`src/rtl/disp_pkg.sv`:
```
// Shared display definitions: digit count, anode encoding and scan FSM states.
package disp_pkg;

  localparam int unsigned NUM_DIGITS = 4;
  localparam logic [3:0]  ANODE_OFF  = 4'b1111;

  typedef enum logic [1:0] {
    ST_IDLE,
    ST_LIT,
    ST_GUARD
  } scan_state_e;

  // Active-low one-cold anode pattern for digit index idx (0 = rightmost).
  function automatic logic [3:0] anode_on(input logic [1:0] idx);
    return ~(4'b0001 << idx);
  endfunction

endpackage

```
`src/rtl/scan_timer.sv`:
```
// Loadable down-counter; tc flags the last cycle of the loaded interval.
module scan_timer #(
  parameter int unsigned WIDTH = 2
) (
  input  logic             clk,
  input  logic             rst_n,
  input  logic             load,
  input  logic [WIDTH-1:0] load_val,
  output logic             tc
);

  logic [WIDTH-1:0] count;

  // NOTE: sequential state uses non-blocking assignments so every register
  // samples the pre-edge values, independent of statement order.
  always_ff @(posedge clk or negedge rst_n) begin
    if (!rst_n) begin
      count <= '0;
    end else if (load) begin
      count <= load_val;
    end else if (count != '0) begin
      count <= count - 1'b1;
    end
  end

  assign tc = (count == '0);

endmodule

```
`src/rtl/scan_ctrl.sv`:
```
// Four-digit multiplexed display scanner with guard gaps, frame-aligned
// digit commit through a one-entry pending buffer, and leading-zero blanking.
module scan_ctrl
  import disp_pkg::*;
#(
  parameter int unsigned DIGIT_CYCLES = 100000,
  parameter int unsigned GUARD_CYCLES = 64
) (
  input  logic        clk,
  input  logic        rst_n,
  input  logic        enable,
  input  logic        lz_en,
  input  logic        load_valid,
  input  logic [15:0] load_data,
  output logic        load_ready,
  output logic [3:0]  digit1,
  output logic [3:0]  digit2,
  output logic [3:0]  digit3,
  output logic [3:0]  digit4,
  output logic [1:0]  refreshcounter,
  output logic [3:0]  anode,
  output logic        frame_done
);

  localparam int unsigned MAX_CYCLES = (DIGIT_CYCLES > GUARD_CYCLES) ? DIGIT_CYCLES : GUARD_CYCLES;
  localparam int unsigned CNT_W      = (MAX_CYCLES > 1) ? $clog2(MAX_CYCLES) : 1;
  localparam logic [CNT_W-1:0] DIGIT_LAST = CNT_W'(DIGIT_CYCLES - 1);
  localparam logic [CNT_W-1:0] GUARD_LAST = CNT_W'(GUARD_CYCLES - 1);

  scan_state_e      state;
  logic             tc;
  logic             timer_load;
  logic [CNT_W-1:0] timer_val;
  logic [1:0]       next_idx;
  logic             last_digit;
  logic             commit;
  logic [3:0]       blank;
  logic             pending;
  logic [15:0]      pend_data;

  scan_timer #(.WIDTH(CNT_W)) u_timer (
    .clk      (clk),
    .rst_n    (rst_n),
    .load     (timer_load),
    .load_val (timer_val),
    .tc       (tc)
  );

  // A digit blanks when it and every digit to its left are zero.
  always_comb begin
    blank    = 4'b0000;
    blank[3] = (digit4 == 4'd0);
    blank[2] = blank[3] && (digit3 == 4'd0);
    blank[1] = blank[2] && (digit2 == 4'd0);
  end

  function automatic logic [3:0] lit_anode(input logic [1:0] idx, input logic lz,
                                           input logic [3:0] blk);
    return (lz && blk[idx]) ? ANODE_OFF : anode_on(idx);
  endfunction

  assign next_idx   = refreshcounter + 2'd1;
  assign last_digit = (refreshcounter == 2'(NUM_DIGITS - 1));
  assign commit     = pending && ((state == ST_IDLE) ||
                                  (state == ST_LIT && tc && last_digit && enable));

  // NOTE: every signal driven here gets a default first, so no path through
  // the case can leave it unassigned and infer a latch.
  always_comb begin
    timer_load = 1'b1;
    timer_val  = '0;
    case (state)
      ST_IDLE:  timer_val = enable ? DIGIT_LAST : '0;
      ST_LIT: begin
        timer_load = tc;
        timer_val  = GUARD_LAST;
      end
      ST_GUARD: begin
        timer_load = tc;
        timer_val  = DIGIT_LAST;
      end
      default:  timer_val = '0;
    endcase
    if (!enable) begin
      timer_load = 1'b1;
      timer_val  = '0;
    end
  end

  // Scan FSM; the anode index only moves while every anode is dark.
  always_ff @(posedge clk or negedge rst_n) begin
    if (!rst_n) begin
      state          <= ST_IDLE;
      refreshcounter <= 2'd0;
      anode          <= ANODE_OFF;
      frame_done     <= 1'b0;
    end else if (!enable) begin
      state          <= ST_IDLE;
      refreshcounter <= 2'd0;
      anode          <= ANODE_OFF;
      frame_done     <= 1'b0;
    end else begin
      frame_done <= 1'b0;
      case (state)
        ST_IDLE: begin
          state          <= ST_LIT;
          refreshcounter <= 2'd0;
          anode          <= lit_anode(2'd0, lz_en, blank);
        end
        ST_LIT: begin
          if (tc) begin
            state      <= ST_GUARD;
            anode      <= ANODE_OFF;
            frame_done <= last_digit;
          end
        end
        ST_GUARD: begin
          if (tc) begin
            state          <= ST_LIT;
            refreshcounter <= next_idx;
            anode          <= lit_anode(next_idx, lz_en, blank);
          end
        end
        default: begin
          state          <= ST_IDLE;
          refreshcounter <= 2'd0;
          anode          <= ANODE_OFF;
        end
      endcase
    end
  end

  // Load handshake and frame-aligned commit; capture and commit never
  // coincide because capture requires an empty slot.
  always_ff @(posedge clk or negedge rst_n) begin
    if (!rst_n) begin
      pending    <= 1'b0;
      pend_data  <= 16'h0000;
      load_ready <= 1'b1;
      digit1     <= 4'd0;
      digit2     <= 4'd0;
      digit3     <= 4'd0;
      digit4     <= 4'd0;
    end else if (commit) begin
      pending    <= 1'b0;
      load_ready <= 1'b1;
      digit1     <= pend_data[3:0];
      digit2     <= pend_data[7:4];
      digit3     <= pend_data[11:8];
      digit4     <= pend_data[15:12];
    end else if (load_valid && load_ready) begin
      pending    <= 1'b1;
      pend_data  <= load_data;
      load_ready <= 1'b0;
    end
  end

endmodule

```
`config.mk`:
```
export PLATFORM = sky130hd
export DESIGN_NAME = scan_ctrl
export DESIGN_NICKNAME = d
export VERILOG_FILES = /design/src/rtl/disp_pkg.sv /design/src/rtl/scan_timer.sv /design/src/rtl/scan_ctrl.sv
export SDC_FILE = /design/constraint.sdc
export NUM_CORES = 1
export LEC_CHECK = 0
export ABC_AREA = 1
export BUFFER_PORTS_ARGS = -buffer_cell sky130_fd_sc_hd__clkbuf_2
export CAP_MARGIN = 25
export CORE_MARGIN = 1
export CORE_UTILIZATION = 50
export DETAILED_ROUTE_END_ITERATION = 12
export PLACE_DENSITY = 0.72
export SKIP_LAST_GASP = 1
export SYNTH_ARGS = -nofsm -noshare
export SYNTH_HDL_FRONTEND = slang
export SYNTH_SLANG_ARGS = --single-unit
export TNS_END_PERCENT = 20
```
`constraint.sdc`:
```
create_clock -name clk -period 1.6 [get_ports clk]
set_input_delay 0.4 -clock clk [delete_from_list [all_inputs] [get_ports clk]]
set_output_delay 0.4 -clock clk [all_outputs]
set_load 0.05 [all_outputs]
```
==> results of run 1 <==
## power by group
| group | switching, mW | internal, mW | total, mW |
|---|---|---|---|
| combinational | 1.02 | 0.775 | 1.79 |
| sequential | 0.197 | 1.71 | 1.91 |
| clock | 0.615 | 0.870 | 1.48 |
## critical path, stage by stage (launching register included)
cell	delay, ns
dfrtp_1	0.39
inv_2	0.09
ha_4	0.13
inv_2	0.04
nor2_4	0.11
nand2_2	0.07
nor2_4	0.10
nand3_2	0.09
nand2_4	0.10
nand2_8	0.10
buf_12	0.16
nand3_1	0.06
nand2_1	0.07
## kinds of logic after synthesis
| kind of cell | Yosys count | synth area share |
|---|---|---|
| simple gates | 210 | 0.310 |
| flops | 60 | 0.519 |
| fa+ha+maj | 12 | 0.0517 |
| xor+xnor | 14 | 0.0422 |
| compound gates | 16 | 0.0297 |
| buf+inv | 23 | 0.0482 |
## per-stage QoR
step	cell area (sq um)	setup WS [ns]	setup TNS, ns
6_report	3730	-0.0246	-0.185
5_1_grt	3730	-0.131	-5.61
4_1_cts	3650	-0.0329	-0.490
3_5_place_dp	3290	-0.0388	-0.477
3_3_place_gp	3290	0.0188	0
2_1_floorplan	2910	0.0182	0
## layout make-up
| type | instances | area, sq um | share of cell area |
|---|---|---|---|
| Clock buffer | 9 | 124 | 0.0332 |
| Sequential cell | 60 | 1510 | 0.405 |
| Clock inverter | 7 | 91.3 | 0.0245 |
| Timing Repair inverter | 2 | 27.5 | 0.00738 |
| Multi-Input combinational cell | 252 | 1350 | 0.361 |
| Tap cell | 72 | 90.1 | 0.0241 |
| Inverter | 15 | 63.8 | 0.0171 |
| Timing Repair Buffer | 70 | 477 | 0.128 |
## layout by cell type, fill, tap and decap left out, types with 4 or more instances in the layout
cell / netlist / layout
buf_4: 1 / 21
clkbuf_2: 0 / 44
clkbuf_8: 0 / 9
dfrtp_1: 55 / 53
dfstp_2: 5 / 5
ha_1: 12 / 11
inv_1: 13 / 10
nand2_1: 124 / 112
nand2_2: 5 / 14
nand3_1: 21 / 21
nor2_1: 44 / 42
nor2_2: 4 / 4
nor2_4: 2 / 4
o21ai_0: 11 / 10
xnor2_1: 10 / 10
xor2_1: 4 / 4
## registers in the layout, summed over array words and instances (netlist names), 2 cells and up
register	cells
anode	4
digit1	4
digit2	4
digit3	4
digit4	4
pend_data	16
refreshcounter	2
state	2
u_timer.count	17
## per-layer routing
| metal | share of wire | GRT usage | up-vias |
|---|---|---|---|
| li1 | - | - | 1196 |
| met1 | 0.45 | 0.287 | 1100 |
| met2 | 0.49 | 0.373 | 45 |
| met3 | 0.036 | 0.0581 | 10 |
| met4 | 0.018 | 0.0889 | 0 |
| met5 | 0 | 0 | - |
## how the worst max path moves through the flow
stage | cells after the start | to | start
2_1_floorplan | 9 | digit4[1]$_DFFE_PN0P_ | refreshcounter[0]$_DFFE_PN0P_
3_3_place_gp | 12 | digit3[2]$_DFFE_PN0P_ | u_timer.count[0]$_DFFE_PN0P_
6_report | 12 | pend_data[13]$_DFFE_PN0P_ | u_timer.count[1]$_DFFE_PN0P_
5_1_grt | 12 | pend_data[5]$_DFFE_PN0P_ | u_timer.count[1]$_DFFE_PN0P_
4_1_cts | 12 | pend_data[13]$_DFFE_PN0P_ | u_timer.count[0]$_DFFE_PN0P_
3_5_place_dp | 12 | digit1[1]$_DFFE_PN0P_ | u_timer.count[1]$_DFFE_PN0P_
## timing repair
item,CTS,global route
pin swaps,3,6
buffers inserted,6,2
endpoints found under the setup margin,38,59
gates cloned,3,0
resized for setup,19,20
==> reports/summary.txt, run 1 <==
Worst-path clk slew - 0.07 ns
most common cell in the netlist - nand2_1
failing checks - setup timing
GRT Total Usage - 0.227
crit-path max FO - 10
reg-to-reg startpoint - u_timer.count[1]$_DFFE_PN0P_
Detailed Place HPWL - 4060 um
asr flop ratio synth - 1.00
average cell area after synthesis - 8.68 sq um
CTS max path bufs - 2
Clock Latency Late Sink - 0.34 ns
IO Port Bufs - 44
layout cell share with drive strength beyond 1 - 0.316
Slew headroom - 0.751
worst reg2reg setup slack - -0.02 ns
die width - 78.2 um
Core Rows - 27
Leak Pwr - 2.02 nW
CP Launch Type - register
Cells after Synth - 335
first-pass GRT wire length - 10500 um
initial antenna violation count - 0
I/O pins - 45
Cell variety after synth - 31
Slew Viols, Final - 0
WL final - 6050 um
RSZ-0062 raised after global routing - yes
Netlist Area Pre-Place - 2910 sq um
critical path class - register to register
worst hold path type - primary input to asynchronous set/reset pin
post-DR wirelength/cell - 12.4 um
Syn Nets - 368
largest net degree at the start of global routing - 61
nets - 443
cts hold-fix bufs - 0
GPL Wtd Cong - 0.862
# setup viols final - 21
Overall Power - 5.19 mW
area delta synth->final - 28.4%
final core utilization - 0.674
Tcrit/Tclk final - 1.02
top post-synthesis cells by area - dfrtp_1 (47%), nand2_1 (16%), nor2_1 (5.7%)
Filler cells - 465
max cap viols - 0
Setup crit end kind - register
number of synthesized flops with an enable pin - 0
Non-Filler Instances - 487
fmax - 616 MHz
Crit path required time - 1.83 ns
DR vias - 2351
CTS root buffer - clkbuf_8
DR iter-0 viols - 127
Vias/cell - 4.83
CTS Sinks - 60
share of the synthesized area in the top cell type - 0.474
fin crit period - 1.62 ns
CTS Buf Count - 9
Peak VDD IR - 0.764 mV
Remaining Overflow, GRT - 0
leading area contributor after synthesis - dfrtp_1
skew final - 0.0102 ns
Commonest cells post-synth - nand2_1 (124), dfrtp_1 (55), nor2_1 (44)
Antenna Nets Post-Route - 0
outcome - complete, but fails checks
# DRC - 0
vias in the first global route - 2274
yosys warns - 0
die footprint - 6120 sq um
diode count - 0
hold slack - 0.0536 ns
H-tree depth - 3
Main synth FF type - dfrtp_1
FF-to-FF End - pend_data[13]$_DFFE_PN0P_
pwr/cell area - 1390 nW/um^2
drt first pass iters - 6
arrival time worst endpoint - 1.85 ns
CTS tree - yes
Final Hold Fails - 0
reg2reg path depth - 12
chip height - 78.2 um
Seq cells post-synth - 60
Setup WS post-layout - -0.0246 ns
Worst Tran Pin Value - 0.371 ns
Seq/Total Area, Yosys - 0.519
placed cell count - 460
core area - 5540 sq um
Initial Utilization - 0.525
Note: power is estimated with default switching activity, not from simulation.
==> run 2: changes to the inputs <==
--- a/config.mk
+++ b/config.mk
@@ -5,13 +5,12 @@
 export SDC_FILE = /design/constraint.sdc
 export NUM_CORES = 1
 export LEC_CHECK = 0
-export ABC_AREA = 1
 export BUFFER_PORTS_ARGS = -buffer_cell sky130_fd_sc_hd__clkbuf_2
 export CAP_MARGIN = 25
 export CORE_MARGIN = 1
 export CORE_UTILIZATION = 50
 export DETAILED_ROUTE_END_ITERATION = 12
-export PLACE_DENSITY = 0.72
+export PLACE_DENSITY = 0.73
 export SKIP_LAST_GASP = 1
 export SYNTH_ARGS = -nofsm -noshare
 export SYNTH_HDL_FRONTEND = slang
==> reports/summary.txt, run 2 <==
outcome - complete, but fails checks (unchanged)
failing checks - setup timing (unchanged)
top post-synthesis cells by area - dfrtp_1 (49%), mux2_2 (8.9%), ha_1 (5.4%) (was dfrtp_1 (47%), nand2_1 (16%), nor2_1 (5.7%))
reg-to-reg startpoint - u_timer.count[0]$_DFFE_PN0P_ (was u_timer.count[1]$_DFFE_PN0P_)
RSZ-0062 raised after global routing - yes (unchanged)
first-pass GRT wire length - 10100 um (was 10500 um)
largest net degree at the start of global routing - 61 (unchanged)
CP cell instances - inv_2 -> ha_4 -> or4b_4 -> o41ai_4 -> buf_6 -> clkbuf_16 -> mux2_2 (was inv_2 -> ha_4 -> inv_2 -> nor2_4 -> nand2_2 -> nor2_4 -> nand3_2 -> nand2_4 -> nand2_8 -> buf_12 -> nand3_1 -> nand2_1)
critical path class - register to register (unchanged)
H-tree depth - 3 (unchanged)
Initial Utilization - 0.531 (was 0.525)
Main synth FF type - dfrtp_1 (unchanged)
CTS tree - yes (unchanged)
Vias/cell - 5.12 (was 4.83)
Syn Nets - 260 (was 368)
Filler cells - 372 (was 465)
skew final - 0.00608 ns (was 0.0102 ns)
max FFs per register - 17 (unchanged)
chip height - 76.6 um (was 78.2 um)
Tcrit/Tclk final - 1.33 (was 1.02)
fmax - 469 MHz (was 616 MHz)
arrival time worst endpoint - 2.35 ns (was 1.85 ns)
post-place setup slack - -0.563 ns (was -0.0388 ns)
most common cell after layout, fill and taps aside - dfrtp_1 (was nand2_1)
Crit path required time - 1.82 ns (was 1.83 ns)
Core Rows - 26 (was 27)
DR iter-0 viols - 87 (was 127)
WL final - 5990 um (was 6050 um)
DR vias - 2095 (was 2351)
initial antenna violation count - 0 (unchanged)
hold slack - 0.0655 ns (was 0.0536 ns)
Antenna Nets Post-Route - 0 (unchanged)
Cells after Synth - 227 (was 335)
Setup Total Neg Slack - -24.67 ns (was -0.185 ns)
Seq cells post-synth - 60 (unchanged)
GPL Wtd Cong - 0.804 (was 0.862)
post-DR wirelength/cell - 14.6 um (was 12.4 um)
Biggest register - u_timer.count (unchanged)
vias in the first global route - 2140 (was 2274)
area delta synth->final - 37.5% (was 28.4%)
CTS Buf Count - 9 (unchanged)
nets - 368 (was 443)
layout cell share with drive strength beyond 1 - 0.490 (was 0.316)
# setup viols final - 60 (was 21)
Slew Viols, Final - 0 (unchanged)
diode count - 0 (unchanged)
Peak VDD IR - 1.26 mV (was 0.764 mV)
Cell variety after synth - 40 (was 31)
die width - 76.6 um (was 78.2 um)
die footprint - 5870 sq um (was 6120 sq um)
CTS max path bufs - 2 (unchanged)
Remaining Overflow, GRT - 0 (unchanged)
asr flop ratio synth - 1.00 (unchanged)
leading area contributor after synthesis - dfrtp_1 (unchanged)
yosys warns - 0 (unchanged)
fin crit period - 2.13 ns (was 1.62 ns)
crit-path max FO - 6 (was 10)
Worst Tran Pin Value - 0.592 ns (was 0.371 ns)
most common cell in the netlist - dfrtp_1 (was nand2_1)
max incr delay on CP - 0.48 ns (was 0.39 ns)
Overall Power - 7.66 mW (was 5.19 mW)
Netlist Area Pre-Place - 2780 sq um (was 2910 sq um)
Detailed Place HPWL - 4160 um (was 4060 um)
CTS Sinks - 60 (unchanged)
CTS root buffer - clkbuf_8 (unchanged)
share of the synthesized area in the top cell type - 0.495 (was 0.474)
commonest cells after routing, fill and taps aside - dfrtp_1 (53), buf_4 (52), clkbuf_2 (44) (was nand2_1 (112), dfrtp_1 (53), clkbuf_2 (44))
Seq/Total Area, Yosys - 0.542 (was 0.519)
I/O pins - 45 (unchanged)
top flop regs - u_timer.count: 17 flops, pend_data: 16 flops (unchanged)
max cap viols - 0 (unchanged)
Commonest cells post-synth - dfrtp_1 (55), mux2_2 (22), nor2_1 (20) (was nand2_1 (124), dfrtp_1 (55), nor2_1 (44))
number of synthesized flops with an enable pin - 0 (unchanged)
Worst-path clk slew - 0.07 ns (about the same)
placed cell area - 3510 sq um (was 3290 sq um)
CP Launch Type - register (unchanged)
average cell area after synthesis - 12.3 sq um (was 8.68 sq um)
CP max-delay cell - or4b_4 (was dfrtp_1)
# DRC - 0 (unchanged)
worst hold path type - primary input to asynchronous set/reset pin (unchanged)
IO Port Bufs - 44 (unchanged)
Slew headroom - 0.604 (was 0.751)
Setup crit end kind - register (unchanged)
drt first pass iters - 4 (was 6)
Final Hold Fails - 0 (unchanged)
Clock Latency Late Sink - 0.33 ns (was 0.34 ns)
GRT Total Usage - 0.225 (was 0.227)
Setup WS post-layout - -0.534 ns (was -0.0246 ns)
cell area after layout - 3820 sq um (was 3730 sq um)
Crit. Startpoint - u_timer.count[0]$_DFFE_PN0P_ (was u_timer.count[1]$_DFFE_PN0P_)
core area - 5240 sq um (was 5540 sq um)
pwr/cell area - 2000 nW/um^2 (was 1390 nW/um^2)
Leak Pwr - 1.84 nW (was 2.02 nW)
run 2: through the flow:
stage	utilization	instances
floorplan	-	227
global placement	0.670	390
detailed placement	0.670	390
CTS	0.721	408
global route	0.730	409
finish	0.730	409
run 2: repair_timing:
action / in CTS / in global routing
gates cloned: 0 / 1
resized for setup: 12 / 5
setup buffers: 3 / 0
pin swaps: 3 / 0
hold buffers: 0 / 0
setup endpoints to repair: 60 / 60
run 2: logic make-up after synthesis:
group,after synthesis,synth area share
AOI/OAI and AO/OA,29,0.0684
xor gates and xnor gates,12,0.0378
adders and majority gates,12,0.0540
buffers and inverters,16,0.0261
DFF,60,0.542
muxes,33,0.147
and+or+nand+nor,65,0.125
run 2: area by class of cell:
cell class                 count  area [sq um]  area share
sequential                    60          1510       0.395
multi-input combinational    151          1270       0.331
timing repair buffer         103           729       0.191
clock buffer                  11           141      0.0370
tap                           70          87.6      0.0229
clock inverter                 4          50.0      0.0131
inverter                      10          37.5     0.00982
run 2: final timing paths:
path / to / slack (ns) / cells past startpoint
max: digit3[1]$_DFFE_PN0P_ / -0.53 / 7
min: u_timer.count[3]$_DFFE_PN0P_ / 0.07 / 2
max reg2reg: digit3[1]$_DFFE_PN0P_ / -0.53 / 7
min reg2reg: anode[0]$_DFFE_PN1P_ / 0.50 / 2
max in group asynchronous: anode[2]$_DFFE_PN1P_ / 1.21 / 2
min in group clk: pend_data[3]$_DFFE_PN0P_ / 0.29 / 2
run 2: power breakdown:
part | internal (mW) | leakage (nW) | switching, mW
Combinational | 1.80 | 1.01 | 2.04
Sequential | 2.12 | 0.743 | 0.390
Clock | 0.750 | 0.0914 | 0.569
run 2: per-layer routing:
layer / wire (um) / up-vias / global-route usage
met5: 0 / - / 0
met4: 113 / 0 / 0.0712
met3: 229 / 12 / 0.0671
met2: 2880 / 45 / 0.368
met1: 2760 / 1016 / 0.285
li1: - / 1022 / -
run 2: worst max-delay path: cells and delay by family, from the launching register on:
kind,cells,cell delay [ns]
mux,1,0.32
flops,1,0.39
simple gates,1,0.48
fa+ha+maj,1,0.14
compound gates,1,0.26
buf+inv,3,0.42
==> run 3: changes to the inputs <==
--- a/config.mk
+++ b/config.mk
@@ -7,10 +7,12 @@
 export LEC_CHECK = 0
 export BUFFER_PORTS_ARGS = -buffer_cell sky130_fd_sc_hd__clkbuf_2
 export CAP_MARGIN = 25
+export CELL_PAD_IN_SITES_DETAIL_PLACEMENT = 1
+export CELL_PAD_IN_SITES_GLOBAL_PLACEMENT = 1
 export CORE_MARGIN = 1
-export CORE_UTILIZATION = 50
+export CORE_UTILIZATION = 40
 export DETAILED_ROUTE_END_ITERATION = 12
-export PLACE_DENSITY = 0.73
+export PLACE_DENSITY = 0.72
 export SKIP_LAST_GASP = 1
 export SYNTH_ARGS = -nofsm -noshare
 export SYNTH_HDL_FRONTEND = slang
==> reports/summary.txt, run 3 (synthesis gave the netlist of run 2 again) <==
Setup WS post-layout - -0.584 ns (was -0.534 ns)
first-pass GRT wire length - 11700 um (was 10100 um)
Slew Viols, Final - 0 (unchanged)
nets - 369 (was 368)
Remaining Overflow, GRT - 0 (unchanged)
Tcrit/Tclk final - 1.37 (was 1.33)
Antenna Nets Post-Route - 0 (unchanged)
drt first pass iters - 4 (unchanged)
# DRC - 0 (unchanged)
Register Area - 1510 sq um (unchanged)
Vias/cell - 5.21 (was 5.12)
# setup viols final - 60 (unchanged)
Slew headroom - 0.578 (was 0.604)
Clock Latency Late Sink - 0.33 ns (about the same)
RSZ-0062 raised after global routing - yes (unchanged)
layout cell share with drive strength beyond 1 - 0.493 (was 0.490)
pwr/cell area - 2040 nW/um^2 (was 2000 nW/um^2)
largest net degree at the start of global routing - 61 (unchanged)
area delta synth->final - 38.4% (was 37.5%)
IO Port Bufs - 44 (unchanged)
CTS tree - yes (unchanged)
fmax - 458 MHz (was 469 MHz)
critical path class - register to register (unchanged)
outcome - complete, but fails checks (unchanged)
commonest cells after routing, fill and taps aside - dfrtp_1 (53), buf_4 (52), clkbuf_2 (44) (unchanged)
Overall Power - 7.83 mW (was 7.66 mW)
Leak Pwr - 1.85 nW (was 1.84 nW)
max cap viols - 0 (unchanged)
worst hold path type - primary input to asynchronous set/reset pin (unchanged)
Setup crit end kind - register (unchanged)
DR iter-0 viols - 79 (was 87)
GPL Wtd Cong - 0.752 (was 0.804)
I/O pins - 45 (unchanged)
skew final - 0.00811 ns (was 0.00608 ns)
Initial Utilization - 0.412 (was 0.531)
Peak VDD IR - 1.18 mV (was 1.26 mV)
worst reg2reg setup slack - -0.58 ns (was -0.53 ns)
CTS Buf Count - 9 (unchanged)
Core Rows - 30 (was 26)
CP Launch Type - register (unchanged)
vias in the first global route - 2405 (was 2140)
Filler cells - 736 (was 372)
footprint of the multi-input gates - 1280 sq um (was 1270 sq um)
arrival time worst endpoint - 2.40 ns (was 2.35 ns)
max FFs per register - 17 (unchanged)
most common cell after layout, fill and taps aside - dfrtp_1 (unchanged)
Final Hold Fails - 0 (unchanged)
Crit path required time - 1.81 ns (was 1.82 ns)
CTS Sinks - 60 (unchanged)
top flop regs - u_timer.count: 17 flops, pend_data: 16 flops (unchanged)
CTS root buffer - clkbuf_8 (unchanged)
FF-to-FF End - digit4[0]$_DFFE_PN0P_ (was digit3[1]$_DFFE_PN0P_)
failing checks - setup timing (unchanged)
core area - 6760 sq um (was 5240 sq um)
cts hold-fix bufs - 0 (unchanged)
fin crit period - 2.18 ns (was 2.13 ns)
reg-to-reg startpoint - u_timer.count[0]$_DFFE_PN0P_ (unchanged)
Worst Tran Pin Value - 0.632 ns (was 0.592 ns)
Worst-path clk slew - 0.07 ns (about the same)
diode count - 0 (unchanged)
reg2reg path depth - 7 (unchanged)
post-DR wirelength/cell - 17.3 um (was 14.6 um)
initial antenna violation count - 0 (unchanged)
die width - 85.4 um (was 76.6 um)
chip height - 85.4 um (was 76.6 um)
Biggest register - u_timer.count (unchanged)
Detailed Place HPWL - 4940 um (was 4160 um)
GRT Total Usage - 0.214 (was 0.225)
final core utilization - 0.570 (was 0.730)
DR vias - 2194 (was 2095)
H-tree depth - 3 (unchanged)
WL final - 7300 um (was 5990 um)
CTS max path bufs - 2 (unchanged)
die footprint - 7290 sq um (was 5870 sq um)
crit-path max FO - 6 (unchanged)
run 3: cell types whose count changed in the layout (fill, tap and decap cells not counted), sizes merged:
cell,previous run,this run
nor2,21,22
clkinv,1,3
clkinvlp,2,1
run 3: power by group:
part | internal [mW] | switching, mW
clock | 0.754 | 0.607
sequential | 2.12 | 0.435
combinational | 1.81 | 2.11
total | 4.68 | 3.15
run 3: critical path: stages, from the launching register on:
cell	delay [ns]
dfrtp_1	0.40
inv_2	0.09
ha_4	0.14
or4b_4	0.50
o41ai_4	0.24
buf_6	0.20
clkbuf_16	0.16
mux2_2	0.34
run 3: final cells by class:
cell class	count	share of cell area
clock buffer	11	0.0367
clock inverter	5	0.0137
inverter	10	0.00975
multi-input combinational	152	0.332
sequential	60	0.392
tap	80	0.0260
timing repair buffer	103	0.190
run 3: worst max path at each step:
stage                     slack [ns]                             to                    startpoint  cells past startpoint
after floorplan                -0.80          digit1[2]$_DFFE_PN0P_  u_timer.count[0]$_DFFE_PN0P_                      7
after global placement         -0.58          digit4[3]$_DFFE_PN0P_  u_timer.count[0]$_DFFE_PN0P_                      7
after detailed placement       -0.65          digit1[3]$_DFFE_PN0P_  u_timer.count[0]$_DFFE_PN0P_                      7
after CTS                      -0.55  refreshcounter[0]$_DFFE_PN0P_  u_timer.count[5]$_DFFE_PN0P_                      7
after global routing           -0.63          digit4[0]$_DFFE_PN0P_  u_timer.count[0]$_DFFE_PN0P_                      7
final                          -0.58          digit4[0]$_DFFE_PN0P_  u_timer.count[0]$_DFFE_PN0P_                      7
run 3: what timing repair did:
action,CTS,global route
pin swaps,1,1
endpoints found under the hold margin,0,0
gates resized for setup,10,8
setup endpoints to repair,60,60
gates cloned,1,1
buffers inserted,3,1
run 3: stage by stage:
step	area, sq um	hold slack, ns	TNS (ns)	cells	setup WS [ns]
2_1_floorplan	2780	0.104	-33.26	227	-0.796
3_3_place_gp	3510	0.437	-27.69	399	-0.584
3_5_place_dp	3510	0.437	-29.97	399	-0.651
4_1_cts	3780	0.0752	-25.94	419	-0.552
5_1_grt	3850	0.0738	-30.19	421	-0.631
6_report	3850	0.0568	-25.96	421	-0.584
run 3: per-layer routing:
metal,GRT usage,up-vias,wire length [um]
met3,0.0564,14,229
met4,0.0636,0,149
li1,-,1020,-
met2,0.389,45,3930
met1,0.246,1115,3000
met5,0,-,0
